[src/rtl/shifter_operand_sequencer.sv]
// ARM addressing-mode-1 shifter operand sequencer, one shift step per cycle.
// Optional macro SHIFT_SEQ_DUALSTEP_EN: two steps per cycle while >= 2 remain.
module shifter_operand_sequencer #(
    parameter int DATA_WIDTH = 32,
    parameter int CNT_WIDTH  = 6
) (
    input  logic                  clk,
    input  logic                  reset,
    input  logic                  start,
    input  logic                  imm_mode,
    input  logic [11:0]           instr,
    input  logic [DATA_WIDTH-1:0] rm_value,
    input  logic [7:0]            rs_value,
    input  logic                  carry_in,
    output logic                  busy,
    output logic                  done,
    output logic [DATA_WIDTH-1:0] result,
    output logic                  carry_out
);

    typedef enum logic [1:0] {
        S_IDLE,
        S_SHIFT,
        S_DONE
    } state_e;

    typedef enum logic [2:0] {
        OP_LSL,
        OP_LSR,
        OP_ASR,
        OP_ROR,
        OP_RRX
    } op_e;

    state_e                state_q, state_d;
    op_e                   op_q, op_d;
    logic [CNT_WIDTH-1:0]  cnt_q, cnt_d;
    logic [DATA_WIDTH-1:0] res_q, res_d;
    logic                  c_q, c_d;

    logic [DATA_WIDTH-1:0] ld_res;
    logic                  ld_c;
    logic [CNT_WIDTH-1:0]  ld_cnt;
    op_e                   ld_op;
    logic [4:0]            sh;
    logic [7:0]            amt;
    logic [DATA_WIDTH:0]   s1;
`ifdef SHIFT_SEQ_DUALSTEP_EN
    logic [DATA_WIDTH:0]   s2;
`endif

    assign sh  = instr[11:7];
    assign amt = rs_value;

    // Returns {carry, value} after a single one-bit step.
    function automatic logic [DATA_WIDTH:0] step(
        input op_e                   op,
        input logic [DATA_WIDTH-1:0] r,
        input logic                  c
    );
        logic [DATA_WIDTH:0] o;
        case (op)
            OP_LSL:  o = {r[DATA_WIDTH-1], r[DATA_WIDTH-2:0], 1'b0};
            OP_LSR:  o = {r[0], 1'b0, r[DATA_WIDTH-1:1]};
            OP_ASR:  o = {r[0], r[DATA_WIDTH-1], r[DATA_WIDTH-1:1]};
            OP_ROR:  o = {r[0], r[0], r[DATA_WIDTH-1:1]};
            default: o = {r[0], c, r[DATA_WIDTH-1:1]};
        endcase
        return o;
    endfunction

    always_ff @(posedge clk) begin
        if (reset) begin
            state_q <= S_IDLE;
            op_q    <= OP_LSL;
            cnt_q   <= '0;
            res_q   <= '0;
            c_q     <= 1'b0;
        end else begin
            state_q <= state_d;
            op_q    <= op_d;
            cnt_q   <= cnt_d;
            res_q   <= res_d;
            c_q     <= c_d;
        end
    end

    always_comb begin
        state_d = state_q;
        unique case (state_q)
            S_IDLE:  if (start) state_d = S_SHIFT;
            S_SHIFT: if (cnt_q == '0) state_d = S_DONE;
            S_DONE:  state_d = S_IDLE;
            default: state_d = S_IDLE;
        endcase
    end

    always_comb begin
        ld_res = rm_value;
        ld_c   = carry_in;
        ld_cnt = '0;
        ld_op  = OP_LSL;
        if (imm_mode) begin
            ld_res = {{(DATA_WIDTH-8){1'b0}}, instr[7:0]};
            ld_cnt = CNT_WIDTH'({instr[11:8], 1'b0});
            ld_op  = OP_ROR;
        end else if (!instr[4]) begin
            ld_cnt = CNT_WIDTH'(sh);
            unique case (instr[6:5])
                2'b00: ld_op = OP_LSL;
                2'b01: begin
                    ld_op = OP_LSR;
                    if (sh == 5'd0) ld_cnt = CNT_WIDTH'(32);
                end
                2'b10: begin
                    ld_op = OP_ASR;
                    if (sh == 5'd0) ld_cnt = CNT_WIDTH'(32);
                end
                default: begin
                    if (sh == 5'd0) begin
                        ld_op  = OP_RRX;
                        ld_cnt = CNT_WIDTH'(1);
                    end else begin
                        ld_op  = OP_ROR;
                    end
                end
            endcase
        end else begin
            unique case (instr[6:5])
                2'b00: begin
                    ld_op  = OP_LSL;
                    ld_cnt = (amt > 8'd33) ? CNT_WIDTH'(33) : CNT_WIDTH'(amt);
                end
                2'b01: begin
                    ld_op  = OP_LSR;
                    ld_cnt = (amt > 8'd33) ? CNT_WIDTH'(33) : CNT_WIDTH'(amt);
                end
                2'b10: begin
                    ld_op  = OP_ASR;
                    ld_cnt = (amt > 8'd32) ? CNT_WIDTH'(32) : CNT_WIDTH'(amt);
                end
                default: begin
                    ld_op  = OP_ROR;
                    ld_cnt = CNT_WIDTH'(amt[4:0]);
                    // Rotate by a non-zero multiple of 32: value unchanged, C = bit 31
                    if (amt != 8'd0 && amt[4:0] == 5'd0)
                        ld_c = rm_value[DATA_WIDTH-1];
                end
            endcase
        end
    end

    always_comb begin
        res_d = res_q;
        c_d   = c_q;
        cnt_d = cnt_q;
        op_d  = op_q;
        s1    = step(op_q, res_q, c_q);
`ifdef SHIFT_SEQ_DUALSTEP_EN
        s2    = step(op_q, s1[DATA_WIDTH-1:0], s1[DATA_WIDTH]);
`endif
        if (state_q == S_IDLE && start) begin
            res_d = ld_res;
            c_d   = ld_c;
            cnt_d = ld_cnt;
            op_d  = ld_op;
        end else if (state_q == S_SHIFT && cnt_q != '0) begin
`ifdef SHIFT_SEQ_DUALSTEP_EN
            if (cnt_q >= CNT_WIDTH'(2)) begin
                {c_d, res_d} = s2;
                cnt_d        = cnt_q - CNT_WIDTH'(2);
            end else begin
                {c_d, res_d} = s1;
                cnt_d        = cnt_q - CNT_WIDTH'(1);
            end
`else
            {c_d, res_d} = s1;
            cnt_d        = cnt_q - CNT_WIDTH'(1);
`endif
        end
    end

    always_comb begin
        busy      = (state_q == S_SHIFT);
        done      = (state_q == S_DONE);
        result    = res_q;
        carry_out = c_q;
    end

endmodule

[config.mk]
export PLATFORM = sky130hd
export DESIGN_NAME = shifter_operand_sequencer
export DESIGN_NICKNAME = d
export VERILOG_FILES = /design/src/rtl/shifter_operand_sequencer.sv
export SDC_FILE = /design/constraint.sdc
export NUM_CORES = 1
export LEC_CHECK = 0
export CAP_MARGIN = 30
export CORE_ASPECT_RATIO = 1.2
export CORE_MARGIN = 2
export CORE_UTILIZATION = 35
export DETAILED_ROUTE_END_ITERATION = 7
export PLACE_DENSITY = 0.72
export SETUP_SLACK_MARGIN = 0.2
export SYNTH_ARGS = -nofsm -noshare
export SYNTH_HDL_FRONTEND = slang
export SYNTH_SLANG_ARGS = --single-unit
[constraint.sdc]
create_clock -name clk -period 2.9 [get_ports clk]
set_input_delay 0.58 -clock clk [delete_from_list [all_inputs] [get_ports clk]]
set_output_delay 0.58 -clock clk [all_outputs]
set_load 0.05 [all_outputs]
==> impl_metrics.env, run 1 <==
export IMPL_fillers=748
export IMPL_cts_tree="done"
export IMPL_clock_path_buffers=2
export IMPL_synthTopCellsByCount="dfxtp_1 (44), mux2i_1 (38), nand2_1 (30), o21ai_0 (27), nand3_1 (26)"
export IMPL_syn_inst=320
export IMPL_rows=35
export IMPL_ys_types=56
export IMPL_switching_share=0.429
export IMPL_dieArea_mm2=0.00859
export IMPL_dp_hpwl_um=5780
export IMPL_total_power_mw=2.41
export IMPL_synth_top_area_share=0.320
export IMPL_yosysTopAreaCell="dfxtp_1"
export IMPL_place_gp_congestion=0.874
export IMPL_num_antenna_cells=0
export IMPL_drive_above_1_share=0.0817
export IMPL_ir_worst_vdd_uv=274
export IMPL_outcome="finished clean"
export IMPL_skew_ns=0.00567
export IMPL_p_seq_frac=0.346
export IMPL_fin_nets=466
export IMPL_yosysWarningCount=0
export IMPL_period_needed_ns=2.41
export IMPL_worstPathMaxFanout=6
export IMPL_insertion_delay_ns=0.29
export IMPL_globalRouteOverflowTotal=0
export IMPL_drc=0
export IMPL_htreeDepth=2
export IMPL_track_usage=0.175
export IMPL_root_buffer="clkbuf_8"
export IMPL_power_leakage_nw=1.53
export IMPL_synth_edf_count=0
export IMPL_syn_cell_area_mm2=0.00275
export IMPL_num_vias=2753
export IMPL_io_buffers=91
export IMPL_cts_buffers=5
export IMPL_grt_util_met3=0.0344
export IMPL_hold_ws_ns=0.513
export IMPL_endpoint_kind="output port"
export IMPL_critPathTopFamily="buffers and inverters"
export IMPL_ys_seq_area_frac=0.320
export IMPL_power_density_mw_per_mm2=629
export IMPL_fmax_mhz=414
export IMPL_tightestPinTransition_ns=0.581
export IMPL_switching_power_mw=1.04
export IMPL_pwr_share_comb=0.492
export IMPL_pre_cts_slack_ns=0.340
export IMPL_slew_viol_final=0
export IMPL_maxCapViolations=0
export IMPL_grt_use_met1=0.227
export IMPL_path_cells="nand2b_1 -> inv_1 -> clkdlybuf4s50_1"
export IMPL_cts_hold_buf=0
export IMPL_hold_viol_final=0
export IMPL_synth_ff_type="dfxtp_1"
export IMPL_fin_cells=496
export IMPL_slowest_stage="clkdlybuf4s50_1"
export IMPL_drt_iter0_drc=135
export IMPL_synthTopCellsByArea="dfxtp_1 (32%), mux2i_1 (14%), a22o_1 (7.6%)"
export IMPL_dr_pass1_iters=4
export IMPL_critPathArrivalTime_ns=1.83
export IMPL_synth_most_common_cell="dfxtp_1"
export IMPL_cp_required_ns=2.32
export IMPL_ys_seq_elements=44
export IMPL_cts_sinks=44
export IMPL_fin_ws_ns=0.487
export IMPL_antenna_found_initial=0
export IMPL_top_usage_layer="met2"
export IMPL_placedCellCount=488
export IMPL_grt_first_pass_wirelength_um=12600
export IMPL_grt_util_met2=0.305
export IMPL_synth_fp_nets=383
export IMPL_avgSynthCellArea_um2=8.60
export IMPL_die_h_um=101
export IMPL_ant_nets=0
export IMPL_ioPinCount=92
export IMPL_max_stage_delay_ns=0.79
export IMPL_wire_per_inst_um=15.5
export IMPL_syn_to_final_growth_pct=39.6
export IMPL_crit_type="reg2out"
export IMPL_setup_viol=0
export IMPL_via_per_inst=5.55
export IMPL_fin_tns_setup_ns=0
export IMPL_async_reset_ff_frac=0
export IMPL_relSlewSlack=0.609
export IMPL_grt_start_max_net_pins=50
export IMPL_timing_final_crit_share=0.832
export IMPL_timing_critical_path_buf_inv=2
export IMPL_cts_resized=0
export IMPL_wirelength_um=7690
export IMPL_dieWidth_um=84.9
export IMPL_core_region_area_mm2=0.00766
export IMPL_post_cts_buffers=0
export IMPL_start_kind="flip-flop"
export IMPL_path_clk_slew_ns=0.08
export IMPL_cell_internal_pwr_mw=1.38
export IMPL_grt_pass1_vias=2579
export IMPL_hp_class="reg2reg"
export IMPL_start_util=0.359
export IMPL_p_clk_frac=0.162
export IMPL_rsz0062_at_grt="false"
[cell type report]
cell class | count | area, µm² | share of cell area
well taps | 92 | 115 | 0.0300
inverters | 9 | 33.8 | 0.00880
multi-input cells | 243 | 1740 | 0.453
clock inverters | 2 | 10.0 | 0.00261
flip-flops and latches | 44 | 881 | 0.229
clock buffers | 6 | 82.6 | 0.0215
repair buffers | 100 | 978 | 0.255
[path summary, 6_finish.rpt]
path | startpoint | endpoint | slack [ns] | depth (start not counted)
min | result[30]$_SDFFE_PP0P_ | result[30]$_SDFFE_PP0P_ | 0.51 | 2
max | state_q[0]$_SDFFE_PP0P_ | busy | 0.49 | 3
min reg2reg | result[30]$_SDFFE_PP0P_ | result[30]$_SDFFE_PP0P_ | 0.51 | 2
max reg2reg | cnt_q[0]$_SDFFE_PP0P_ | result[1]$_SDFFE_PP0P_ | 0.83 | 6
[flip-flops by register name (all words and copies together), names as in the netlist]
name / flops
op_q: 3
carry_out: 1
state_q: 2
cnt_q: 6
result: 32
[metal layers]
layer / wire (µm) / share of wire / vias to the layer above
li1: - / - / 1365
met1: 3370 / 0.44 / 1308
met2: 3900 / 0.51 / 78
met3: 396 / 0.052 / 2
met4: 24 / 0.0031 / 0
met5: 0 / 0 / -
[worst min-delay path: cells and delay by family, from the launching register on]
| kind | cells | cell delay, ns |
|---|---|---|
| flops | 1 | 0.35 |
| simple gates | 1 | 0.06 |
| compound gates | 1 | 0.05 |
[stage by stage]
stage	util	instance area (µm²)
2_1_floorplan	-	2750
3_3_place_gp	0.489	3750
3_5_place_dp	0.489	3750
4_1_cts	0.501	3840
5_1_grt	0.501	3840
6_report	0.501	3840
[cell usage in the layout, fill, tap and decap left out, types with 2 or more instances in the layout]
cell type	instances
nand2b_1	6
a21oi_2	2
nor4_4	2
inv_1	7
or4_1	2
nor2_1	15
ha_1	6
mux2i_1	38
clkinv_2	2
o21ai_1	4
nor3_1	6
a22o_1	24
a31oi_1	5
o32ai_1	2
nor4_1	5
nand3_1	26
clkbuf_8	6
buf_4	9
a32o_1	7
clkdlybuf4s50_1	91
nand2_1	30
a311oi_1	2
dfxtp_1	44
a21oi_1	3
o21ai_0	27
[logic make-up after synthesis]
family,synth area share
adders and majority gates,0.0273
buffers and inverters,0.0532
DFF,0.320
AOI/OAI and AO/OA,0.245
muxes,0.146
xor gates and xnor gates,0.00318
and+or+nand+nor,0.205
[power groups by stage]
stage	clock network, mW	logic (mW)	registers, mW
floorplan	0	0.637	1.03
global placement	0	1.18	0.847
detailed placement	0	1.19	0.850
CTS	0.405	1.19	0.837
global route	0.430	1.28	0.853
finish	0.390	1.19	0.836
Power figures use the tool's default switching activity.
==> run 2, diff against run 1 <==
Clock period 2.9 ns to 2.3 ns, I/O delays scaled along.
==> run 2 against run 1 <==
Net effect: first-iteration DRC count decreased by 20%; routed wire length increased by 3.4%; sequential power is 26% higher; die area unchanged; via count barely moved; critical path depth increased by 6; global-route usage grew 0.65 points; largest power group unchanged.
==> impl_metrics.env, run 2 (synthesis results as in run 1) <==
export IMPL_p_clk_frac=0.182
export IMPL_ant_nets=0
export IMPL_pre_cts_slack_ns=-0.0834
export IMPL_slew_viol_final=0
export IMPL_ir_worst_vdd_uv=336
export IMPL_crit_type="in2reg"
export IMPL_pwr_share_comb=0.493
export IMPL_globalRouteOverflowTotal=0
export IMPL_cp_required_ns=2.49
export IMPL_dr_pass1_iters=4
export IMPL_relSlewSlack=0.655
export IMPL_dp_hpwl_um=6010
export IMPL_final_cell_mix="clkdlybuf4s50_1 (89), dfxtp_1 (44), mux2i_1 (38)"
export IMPL_rows=35
export IMPL_fin_ws_ns=0.230
export IMPL_outcome="finished clean"
export IMPL_dieWidth_um=84.9
export IMPL_root_buffer="clkbuf_8"
export IMPL_hold_viol_final=0
export IMPL_fmax_mhz=483
export IMPL_fin_nets=479
export IMPL_start_util=0.359
export IMPL_hold_ws_ns=0.512
export IMPL_period_needed_ns=2.07
export IMPL_syn_to_final_growth_pct=45.5
export IMPL_cts_hold_buf=0
export IMPL_drt_iter0_drc=108
export IMPL_cts_tree="done"
export IMPL_worstPathMaxFanout=8
export IMPL_core_region_area_mm2=0.00766
export IMPL_final_common_cell="clkdlybuf4s50_1"
export IMPL_cell_internal_pwr_mw=1.90
export IMPL_wirelength_um=7950
export IMPL_grt_start_max_net_pins=43
export IMPL_fin_tns_setup_ns=0
export IMPL_setup_viol=0
export IMPL_cts_sinks=44
export IMPL_tightestPinTransition_ns=0.516
export IMPL_hp_class="reg2reg"
export IMPL_dieArea_mm2=0.00859
export IMPL_drc=0
export IMPL_start_kind="input pin"
export IMPL_htreeDepth=2
export IMPL_clock_path_buffers=2
export IMPL_num_antenna_cells=0
export IMPL_io_buffers=91
export IMPL_cts_buffers=5
export IMPL_switching_power_mw=1.34
export IMPL_endpoint_kind="flip-flop"
export IMPL_maxCapViolations=0
export IMPL_grt_first_pass_wirelength_um=12900
export IMPL_skew_ns=0.00803
export IMPL_grt_pass1_vias=2755
export IMPL_post_route_util=0.522
export IMPL_rsz0062_at_grt="true"
export IMPL_path_clk_slew_ns=0.09
export IMPL_place_gp_congestion=0.948
export IMPL_cts_resized=0
export IMPL_timing_final_crit_share=0.900
export IMPL_track_usage=0.182
export IMPL_antenna_found_initial=0
export IMPL_via_per_inst=5.40
export IMPL_ioPinCount=92
export IMPL_die_h_um=101
export IMPL_num_vias=2751
export IMPL_post_cts_buffers=0
export IMPL_power_leakage_nw=1.62
export IMPL_largest_reg_flops=32
export IMPL_p_seq_frac=0.326
export IMPL_drive_above_1_share=0.115
export IMPL_insertion_delay_ns=0.29
export IMPL_switching_share=0.414
export IMPL_wire_per_inst_um=15.6
export IMPL_power_density_mw_per_mm2=808
export IMPL_critPathArrivalTime_ns=2.26
-- run 2: changes by cell type in the layout (fill, tap and decap cells not counted), sizes merged --
cell	before	now
clkinv	3	2
clkdlybuf4s50	91	89
buf	9	24
bufinv	0	1
-- run 2: per-layer routing --
| layer | wire, µm | share of wire | up-vias | GRT usage |
|---|---|---|---|---|
| li1 | - | - | 1394 | - |
| met1 | 3420 | 0.43 | 1249 | 0.232 |
| met2 | 4050 | 0.51 | 97 | 0.317 |
| met3 | 402 | 0.051 | 11 | 0.0360 |
| met4 | 76 | 0.0096 | 0 | 0.0415 |
| met5 | 0 | 0 | - | 0 |
-- run 2: worst max-delay path: stages --
cell and delay [ns]:
clkdlybuf4s50_1 0.42, buf_4 0.15, ha_1 0.24, buf_4 0.18, nor3_1 0.25, o21a_1 0.20
o32ai_1 0.11, a31oi_1 0.17, o21ai_1 0.07
-- run 2: power groups by stage --
stage	Sequential, mW	Combinational [mW]	Clock (mW)
after floorplan	1.30	0.803	0
after global placement	1.07	1.57	0
after detailed placement	1.07	1.59	0
after CTS	1.05	1.60	0.597
after global routing	1.08	1.72	0.634
final	1.05	1.59	0.587
-- run 2: metrics by stage --
step	total power, mW	std cells	instance area, µm²
floorplan	2.10	320	2750
global placement	2.64	501	3890
detailed placement	2.66	501	3890
CTS	3.25	509	4000
global route	3.43	509	4000
finish	3.23	509	4000
-- run 2: final timing paths --
path                                 from                       to  slack [ns]  cells after the start
setup / recovery                 instr[5]    cnt_q[4]$_SDFFE_PP0P_        0.23                      9
hold / removal    result[30]$_SDFFE_PP0P_  result[30]$_SDFFE_PP0P_        0.51                      2
setup reg to reg    cnt_q[0]$_SDFFE_PP0P_  result[13]$_SDFFE_PP0P_        0.51                      8
hold reg to reg   result[30]$_SDFFE_PP0P_  result[30]$_SDFFE_PP0P_        0.51                      2
-- run 2: cell type report --
| type | instances | area (µm²) |
|---|---|---|
| Sequential cell | 44 | 881 |
| Inverter | 9 | 33.8 |
| Clock buffer | 6 | 72.6 |
| Multi-Input combinational cell | 243 | 1750 |
| Tap cell | 92 | 115 |
| Timing Repair Buffer | 113 | 1120 |
| Fill cell | 702 | 3660 |
| Clock inverter | 2 | 35.0 |
==> run 3, diff against run 2 <==
Settings changed: CORE_ASPECT_RATIO 1.2 to 1.75.
==> run 3 against run 2 <==
Net effect: sequential power barely moved; via count up 3.7%; sequential share of layout area decreased by 0.32 points; critical endpoint is now result[0].
==> impl_metrics.env, run 3 (synthesis results as in run 1) <==
export IMPL_worstPathMaxFanout=5
export IMPL_power_density_mw_per_mm2=831
export IMPL_fin_nets=482
export IMPL_num_antenna_cells=0
export IMPL_place_gp_congestion=0.875
export IMPL_clock_path_buffers=2
export IMPL_period_needed_ns=2.02
export IMPL_path_clk_slew_ns=0.06
export IMPL_core_region_area_mm2=0.00762
export IMPL_final_cell_mix="clkdlybuf4s50_1 (88), dfxtp_1 (44), mux2i_1 (38)"
export IMPL_tightestPinTransition_ns=0.512
export IMPL_drt_iter0_drc=189
export IMPL_relSlewSlack=0.658
export IMPL_cts_buffers=5
export IMPL_antenna_found_initial=0
export IMPL_total_power_mw=3.38
export IMPL_io_buffers=91
export IMPL_wire_per_inst_um=15.7
export IMPL_ioPinCount=92
export IMPL_min_to="result[30]$_SDFFE_PP0P_"
export IMPL_dp_hpwl_um=6140
export IMPL_via_per_inst=5.61
export IMPL_fmax_mhz=494
export IMPL_slowest_stage="clkdlybuf4s50_1"
export IMPL_final_common_cell="clkdlybuf4s50_1"
export IMPL_dr_pass1_iters=4
export IMPL_htreeDepth=2
export IMPL_timing_final_crit_share=0.880
export IMPL_endpoint_kind="output port"
export IMPL_drc=0
export IMPL_reg2reg_depth=8
export IMPL_r2r_start="cnt_q[0]$_SDFFE_PP0P_"
export IMPL_critPathTopFamily="buffers and inverters"
export IMPL_outcome="finished clean"
export IMPL_post_cts_buffers=0
export IMPL_globalRouteOverflowTotal=0
export IMPL_start_util=0.361
export IMPL_largest_reg_flops=32
export IMPL_max_stage_delay_ns=0.85
export IMPL_hp_class="reg2reg"
export IMPL_cts_sinks=44
export IMPL_track_usage=0.187
export IMPL_power_leakage_nw=1.66
export IMPL_grt_pass1_vias=2853
export IMPL_dieArea_mm2=0.00861
export IMPL_dieWidth_um=71.0
export IMPL_start_kind="flip-flop"
export IMPL_ant_nets=0
export IMPL_setup_viol=0
export IMPL_wirelength_um=7980
export IMPL_ir_worst_vdd_uv=426
export IMPL_num_vias=2852
export IMPL_critPathArrivalTime_ns=1.56
export IMPL_path_cells="clkdlybuf4s50_1"
export IMPL_cp_required_ns=1.84
export IMPL_timing_critical_path_buf_inv=1
export IMPL_grt_start_max_net_pins=32
export IMPL_min_path_cells=2
export IMPL_post_route_util=0.533
export IMPL_syn_to_final_growth_pct=47.7
export IMPL_rsz0062_at_grt="false"
export IMPL_hold_start="result[30]$_SDFFE_PP0P_"
export IMPL_cts_tree="done"
export IMPL_rrSetupSlack_ns=0.45
export IMPL_skew_ns=0.00341
export IMPL_hold_viol_final=0
export IMPL_insertion_delay_ns=0.29
export IMPL_drive_above_1_share=0.131
export IMPL_crit_type="reg2out"
export IMPL_maxCapViolations=0
export IMPL_r2r_end="result[4]$_SDFFE_PP0P_"
export IMPL_die_h_um=121
export IMPL_slew_viol_final=0
export IMPL_grt_first_pass_wirelength_um=13100
export IMPL_root_buffer="clkbuf_16"
export IMPL_rows=42
==> run 3: cell count changes in the layout (fill, tap and decap cells not counted), sizes merged <==
| cell | delta |
|---|---|
| clkinv | +1 |
| bufinv | -1 |
| dlymetal6s2s | +1 |
| clkdlybuf4s50 | -1 |
| buf | +3 |
==> run 3: final cells by class <==
cell class                 count  area, µm²
tap                           88        110
sequential                    44        881
clock buffer                   6        139
fill                         715       3560
inverter                       9       33.8
multi-input combinational    243       1760
clock inverter                 2       10.0
timing repair buffer         116       1130
==> run 3: repair_timing <==
| item | 4_1_cts | 5_1_grt |
|---|---|---|
| gates resized for setup | 0 | 5 |
| setup endpoints to repair | 0 | 6 |
| hold buffers | 0 | 0 |
==> run 3: worst max-delay path by stage <==
stage | from | to | slack (ns) | depth (start not counted)
after floorplan | instr[5] | cnt_q[2]$_SDFFE_PP0P_ | 0.54 | 6
after detailed placement | instr[6] | cnt_q[2]$_SDFFE_PP0P_ | -0.1 | 8
after CTS | instr[5] | cnt_q[2]$_SDFFE_PP0P_ | 0.20 | 8
final | result[0]$_SDFFE_PP0P_ | result[0] | 0.28 | 1
after global placement | instr[5] | cnt_q[2]$_SDFFE_PP0P_ | -0.04 | 8
after global routing | instr[5] | cnt_q[3]$_SDFFE_PP0P_ | 0.21 | 8
==> run 3: power by group <==
part | internal, mW | switching [mW]
Clock | 0.428 | 0.290
Combinational | 0.681 | 0.919
Sequential | 0.893 | 0.165
Total | 2.00 | 1.37
==> run 3: layer usage <==
layer,vias up,wire length (µm),part of all wire,GRT usage
li1,1406,-,-,-
met1,1337,3080,0.39,0.198
met2,91,4270,0.54,0.350
met3,18,395,0.049,0.0307
met4,0,238,0.030,0.0908
met5,-,0,0,0
==> run 3: stage by stage <==
stage               setup WS (ns)  TNS [ns]  instance area (µm²)  hold WS, ns  std cells
floorplan                   0.540         0                 2750        0.483        320
global placement          -0.0355    -0.100                 3890        0.466        500
detailed placement        -0.0967    -0.338                 3890        0.475        500
CTS                         0.200         0                 4040        0.484        508
global route                0.208         0                 4060        0.532        508
finish                      0.276         0                 4060        0.492        508
